==> config.mk <==
export PLATFORM = sky130hd
export DESIGN_NAME = alu_arbiter
export DESIGN_NICKNAME = d
export VERILOG_FILES = /design/src/rtl/alu_arbiter.sv
export SDC_FILE = /design/constraint.sdc
export NUM_CORES = 1
export LEC_CHECK = 0
export CORE_MARGIN = 5
export CORE_UTILIZATION = 30
export DETAILED_ROUTE_END_ITERATION = 6
export GPL_TIMING_DRIVEN = 1
export PLACE_DENSITY_LB_ADDON = 0.3
export SKIP_CTS_REPAIR_TIMING = 1
export SYNTH_ARGS = -nofsm -noshare
export SYNTH_HDL_FRONTEND = slang
export SYNTH_SLANG_ARGS = --single-unit
==> constraint.sdc <==
create_clock -name clk -period 5 [get_ports clk]
set_input_delay 1.25 -clock clk [delete_from_list [all_inputs] [get_ports clk]]
set_output_delay 1.25 -clock clk [all_outputs]
set_load 0.02 [all_outputs]
==> src/rtl/alu_arbiter.sv <==
// Round-robin arbiter sharing one external combinational ALU between NUM_REQ requesters.
// Latches the winner's operands, holds them on the ALU for 1 (or MUL_CYCLES for mul) cycles, returns a registered result.
module alu_arbiter #(
    parameter int unsigned NUM_REQ    = 4,
    parameter int unsigned WIDTH      = 12,
    parameter int unsigned MUL_CYCLES = 2
) (
    input  logic                     clk,
    input  logic                     rstN,
    input  logic [NUM_REQ-1:0]       req,
    input  logic [NUM_REQ*WIDTH-1:0] a_in,
    input  logic [NUM_REQ*WIDTH-1:0] b_in,
    input  logic [NUM_REQ*3-1:0]     op_in,
    input  logic [WIDTH-1:0]         alu_result,
    output logic [WIDTH-1:0]         alu_a,
    output logic [WIDTH-1:0]         alu_b,
    output logic [2:0]               alu_op,
    output logic [NUM_REQ-1:0]       grant,
    output logic [NUM_REQ-1:0]       done,
    output logic [WIDTH-1:0]         result,
    output logic                     op_err,
    output logic                     busy
);

    localparam int unsigned IDX_W = $clog2(NUM_REQ);
    localparam int unsigned CNT_W = (MUL_CYCLES > 1) ? $clog2(MUL_CYCLES) : 1;

    localparam logic [1:0] S_IDLE = 2'd0;
    localparam logic [1:0] S_EXEC = 2'd1;
    localparam logic [1:0] S_RESP = 2'd2;

    localparam logic [2:0] OP_CLR = 3'd0;
    localparam logic [2:0] OP_MUL = 3'd4;
    localparam logic [2:0] OP_MAX = 3'd5;

    logic [1:0]         state_q, state_d;
    logic [IDX_W-1:0]   last_q, last_d;
    logic [CNT_W-1:0]   cnt_q, cnt_d;
    logic [2:0]         op_q, op_d;
    logic [WIDTH-1:0]   alu_a_q, alu_a_d;
    logic [WIDTH-1:0]   alu_b_q, alu_b_d;
    logic [2:0]         alu_op_q, alu_op_d;
    logic [NUM_REQ-1:0] grant_q, grant_d;
    logic [NUM_REQ-1:0] done_q, done_d;
    logic [WIDTH-1:0]   result_q, result_d;
    logic               op_err_q, op_err_d;
    logic               busy_q, busy_d;

    logic               found;
    logic [IDX_W-1:0]   win;
    logic [WIDTH-1:0]   win_a;
    logic [WIDTH-1:0]   win_b;
    logic [2:0]         win_op;

    // Round-robin search starting just after the last served requester.
    always_comb begin
        found  = 1'b0;
        win    = last_q;
        win_a  = '0;
        win_b  = '0;
        win_op = OP_CLR;
        for (int k = 1; k <= int'(NUM_REQ); k++) begin
            automatic int idx = (int'(last_q) + k) % int'(NUM_REQ);
            if (!found && req[idx]) begin
                found  = 1'b1;
                win    = IDX_W'(idx);
                win_a  = a_in[idx*WIDTH +: WIDTH];
                win_b  = b_in[idx*WIDTH +: WIDTH];
                win_op = op_in[idx*3 +: 3];
            end
        end
    end

    // Next-state and output logic.
    always_comb begin
        state_d  = state_q;
        last_d   = last_q;
        cnt_d    = cnt_q;
        op_d     = op_q;
        alu_a_d  = alu_a_q;
        alu_b_d  = alu_b_q;
        alu_op_d = alu_op_q;
        grant_d  = grant_q;
        done_d   = '0;
        result_d = result_q;
        op_err_d = 1'b0;

        case (state_q)
            S_IDLE: begin
                if (found) begin
                    state_d  = S_EXEC;
                    last_d   = win;
                    op_d     = win_op;
                    alu_a_d  = win_a;
                    alu_b_d  = win_b;
                    alu_op_d = (win_op > OP_MAX) ? OP_CLR : win_op;
                    grant_d  = NUM_REQ'(1) << win;
                    cnt_d    = (win_op == OP_MUL) ? CNT_W'(MUL_CYCLES - 1) : '0;
                end
            end
            S_EXEC: begin
                if (cnt_q != '0) begin
                    cnt_d = cnt_q - CNT_W'(1);
                end else begin
                    state_d  = S_RESP;
                    result_d = (op_q > OP_MAX) ? '0 : alu_result;
                    op_err_d = (op_q > OP_MAX);
                    done_d   = grant_q;
                    grant_d  = '0;
                    alu_a_d  = '0;
                    alu_b_d  = '0;
                    alu_op_d = OP_CLR;
                end
            end
            S_RESP: begin
                state_d = S_IDLE;
            end
            default: begin
                state_d  = S_IDLE;
                grant_d  = '0;
                alu_a_d  = '0;
                alu_b_d  = '0;
                alu_op_d = OP_CLR;
            end
        endcase

        busy_d = (state_d == S_EXEC) || (state_d == S_RESP);
    end

    always_ff @(posedge clk or negedge rstN) begin
        if (!rstN) begin
            state_q  <= S_IDLE;
            last_q   <= IDX_W'(NUM_REQ - 1);
            cnt_q    <= '0;
            op_q     <= OP_CLR;
            alu_a_q  <= '0;
            alu_b_q  <= '0;
            alu_op_q <= OP_CLR;
            grant_q  <= '0;
            done_q   <= '0;
            result_q <= '0;
            op_err_q <= 1'b0;
            busy_q   <= 1'b0;
        end else begin
            state_q  <= state_d;
            last_q   <= last_d;
            cnt_q    <= cnt_d;
            op_q     <= op_d;
            alu_a_q  <= alu_a_d;
            alu_b_q  <= alu_b_d;
            alu_op_q <= alu_op_d;
            grant_q  <= grant_d;
            done_q   <= done_d;
            result_q <= result_d;
            op_err_q <= op_err_d;
            busy_q   <= busy_d;
        end
    end

    assign alu_a  = alu_a_q;
    assign alu_b  = alu_b_q;
    assign alu_op = alu_op_q;
    assign grant  = grant_q;
    assign done   = done_q;
    assign result = result_q;
    assign op_err = op_err_q;
    assign busy   = busy_q;

endmodule

==> impl_results.md <==
* WHS Endpoint: result[10]$_DFFE_PN0P_
* Buffers & Inverters on Critical Path at 2
* # rows at a little over 70
* Skew-Pair Late Insertion Delay at 300 ps
* CTS tree: yes
* Worst hold path class: reg2reg
* Global-route wire length before repair at about 70000 um
* Vias per std cell at between 6 and 7
* Setup crit end kind: register
* Relative max-transition margin at between 20% and 30%
* EDFF count, synth at 0
* Core Area at around 37000 um2
* WHS Path Cells at 2
* Metal3 WL at between 4000 and 5000 um
* Dpl cell area at 13300 um2
* Fmax at about 260 MHz
* Max stage delay on crit path at approximately 640 ps
* Vias in the first global route at roughly 11000
* Clock Pin Slew Worst Setup and Hold Paths at roughly 70 ps
* Root buf cell: clkbuf_16
* Sequential power share at 6.9%
* WL met1 at roughly 19000 um
* Worst R2R Start: last_q[0]$_DFFE_PN1P_
* Cell family with most CP delay: compound AO/OA/AOI/OAI gates
* Final hold vios at 0
* DP Cell Count at ~1800
* Post-synthesis sequential area ratio at roughly an eighth
* Antenna cells at 0
* Final GP Congestion at 0.937
* Yosys cell types at between 70 and 80
* Max Slew Vio Count at 0
* Final TNS setup at 0 ps
* Cells after Synth at approximately 1200
* DRT iter0 DRCs at 1429
* Final net count at 1393
* Final cell count without fillers at around 1800
* Chip width at about 200 um
* Die area at around 42000 um2
* DRT Wirelength at around 46000 um
* Period utilization at 77.3%
* Final Cell Area at 13500 um2
* Worst-case reg-to-reg path depth at 9
* Ys async rst share at between 90% and 100%
* CP startpoint kind: register
* Tmin final at between 3000 and 4000 ps
* Grt total ovfl at 0
* Syn Nets at between 1000 and 1500
* Reg2Reg Capture Point: cnt_q$_DFFE_PN0P_
* WP data arrival at ~4100 ps
* Clock power share at under 10%
* Largest net degree at the start of global routing at between 100 and 150
* Pwr dens at around 840 nW/um2
* Drt first pass iters at 6
* P_int at 0.00530 W
* Worst Skew at around 4.7 ps
* Setup-failing EPs final at 0
* Total track usage at between 20% and 30%
* Share of layout cells above drive strength 1 at roughly a fifth
* Combinational share of power at approximately nine tenths
* Max Root-Sink Buffers at 2
* DR WL met2 at 20900 um
* Placement Setup Slack at about 950 ps
* Max-cap violation count at 0
* Avg Cell Area, Syn at between 9 and 10 um2
* CTS Sinks at 56
* Pwr Total at ~0.011 W
* Start point of the worst min-delay path: result[10]$_DFFE_PN0P_
* Top_reg_cell synth: dfrtp_1
* Antenna viol nets, final at 0
* Initial antenna violation count at 0
* CP cell instances: inv_2 > buf_4 > ha_4 > mux2_2 > a211oi_1 > a211oi_1 > a311oi_1 > nand3_1 > o31ai_2
* Leak at between 4 and 5 nW
* Synth Register Bits at 56
* Critical path fanouts, max at between 50 and 60
* Uppermost layer routed: met4
* Initial Util at roughly 30%
* Post-DP HPWL at 32400 um
* H-tree depth at 2
* Reg2reg setup slack at around 1100 ps
* Worst vdd ir at approximately 0.47 mV
* Final worst slack at between 1000 and 1500 ps
* CP most frequent cell: a211oi_1
* IO Pins at approximately 180
* Routed vias at between 10000 and 15000
* Yosys warnings at 0
* Synthesized area at around 11000 um2
* Sw Pwr at approximately 0.0060 W
* Worst-Margin Slew at 1150 ps
* I/O Buffers at ~170
* Syn-to-layout area delta at 19.4%
* Worst path slowest cell: ha_4
* # DRC at 0
* WP data required at 5210 ps
* Status: completed
* Die Ht at between 200 and 250 um
* Sw Ratio at 53.0%
* Worst setup path class: reg2reg
* CTS Buf Count at 5
* Drt wl/cell at roughly 26 um
* Unrepaired setup endpoints after global routing: no
-- worst max-delay path by stage --
stage	startpoint	endpoint	cells after the start	slack (ps)
2_1_floorplan	last_q[0]$_DFFE_PN1P_	alu_op[1]$_DFFE_PN0P_	15	900
3_3_place_gp	req[1]	alu_op[1]$_DFFE_PN0P_	6	990
3_5_place_dp	req[3]	alu_op[1]$_DFFE_PN0P_	6	950
4_1_cts	last_q[0]$_DFFE_PN1P_	cnt_q$_DFFE_PN0P_	9	1150
5_1_grt	last_q[0]$_DFFE_PN1P_	cnt_q$_DFFE_PN0P_	9	930
6_report	last_q[0]$_DFFE_PN1P_	cnt_q$_DFFE_PN0P_	9	1130
-- synthesized netlist by cell type, drive strengths merged (5+ instances only) --
library cell / instances / area [um2]
a211oi: 12 / 90.1
a21o: 8 / 60.1
a21oi: 50 / 250
a221o: 6 / 60.1
a221oi: 21 / 184
a22o: 23 / 201
a22oi: 41 / 308
a2bb2oi: 5 / 43.8
a311oi: 5 / 43.8
a31oi: 11 / 68.8
a32oi: 5 / 43.8
and2: 20 / 125
buf: 75 / 404
clkbuf: 86 / 324
dfrtp: 54 / 1350
inv: 13 / 48.8
mux2: 33 / 372
mux2i: 126 / 1260
mux4: 162 / 3650
nand2: 123 / 462
nand2b: 16 / 100
nand3: 35 / 175
nor2: 80 / 303
nor2b: 11 / 68.8
nor3: 18 / 90.1
o211ai: 7 / 52.6
o21ai: 63 / 315
o221ai: 7 / 61.3
o22ai: 13 / 81.3
o2bb2ai: 6 / 52.6
o31ai: 6 / 50.1
o32ai: 12 / 105
-- cells in the final DEF (no fill, tap or decap), types with 5 or more instances in the layout --
cell type and instances:
mux4_2 162, o211ai_1 7, and2_1 17, mux2_2 33, clkdlybuf4s50_1 173, a311oi_1 5
mux2i_1 126, a31oi_1 11, nand2_1 123, a21o_1 8, o31ai_1 5, nor3_1 18
clkbuf_16 5, nor2b_1 11, a22o_1 23, o21ai_1 7, a2bb2oi_1 5, a22oi_1 41
buf_4 31, nand2b_1 16, dfrtp_1 54, o221ai_1 7, o32ai_1 12, a221oi_1 21
a221o_1 6, o22ai_1 13, o21ai_0 56, a211oi_1 12, inv_1 11, a21oi_1 50
nand3_1 35, buf_12 6, a32oi_1 5, nor2_1 78, o2bb2ai_1 6
-- stage by stage --
stage | utilization [%] | hold slack, ps
2_1_floorplan | - | 464
3_3_place_gp | 35.7 | 448
3_5_place_dp | 35.7 | 456
4_1_cts | 36.1 | 472
5_1_grt | 36.1 | 495
6_report | 36.1 | 465
-- area by class of cell --
type                       instances  area [um2]
clock buffer                       6         139
clock inverter                     2        13.8
fill                            3735       23900
inverter                          14        52.6
multi-input combinational        975        9150
sequential                        56        1410
tap                              511         639
timing repair buffer             211        2090
-- flip-flops by register name, summed over array words and instances, names as in the netlist --
register / flops
op_q: 2
busy: 1
alu_a: 12
grant: 4
op_err: 1
alu_op: 3
state_q: 2
alu_b: 12
result: 12
done: 4
cnt_q: 1
last_q: 2
-- per-layer routing --
layer | global-route usage, % | vias to the layer above
met2 | 32.7 | 764
met3 | 4.19 | 73
met5 | 0 | -
met4 | 5.00 | 0
met1 | 31.1 | 5693
li1 | - | 4917
-- worst reg2reg max path, cell delays in order, from the launching register on --
cell      delay [ps]
dfstp_4          540
inv_2            100
buf_4            610
ha_4             660
mux2_2           420
a211oi_1         390
a211oi_1          90
a311oi_1         500
nand3_1          230
o31ai_2          250
-- power groups by stage --
stage                     clock [W]  combinational (W)  sequential, W
final                      0.000375             0.0101       0.000774
after global routing       0.000394             0.0108       0.000790
after CTS                  0.000381            0.00998       0.000773
after detailed placement          0            0.00994       0.000782
after global placement            0            0.00990       0.000774
after floorplan                   0            0.00738       0.000871
-- logic make-up after synthesis --
family          share of synthesized area [%]
mux                                      46.7
buf+inv                                  6.91
xor+xnor                                0.155
fa+ha+maj                               0.443
flops                                    12.4
compound gates                           20.3
simple gates                             13.0
(Power assumes the default switching activity.)
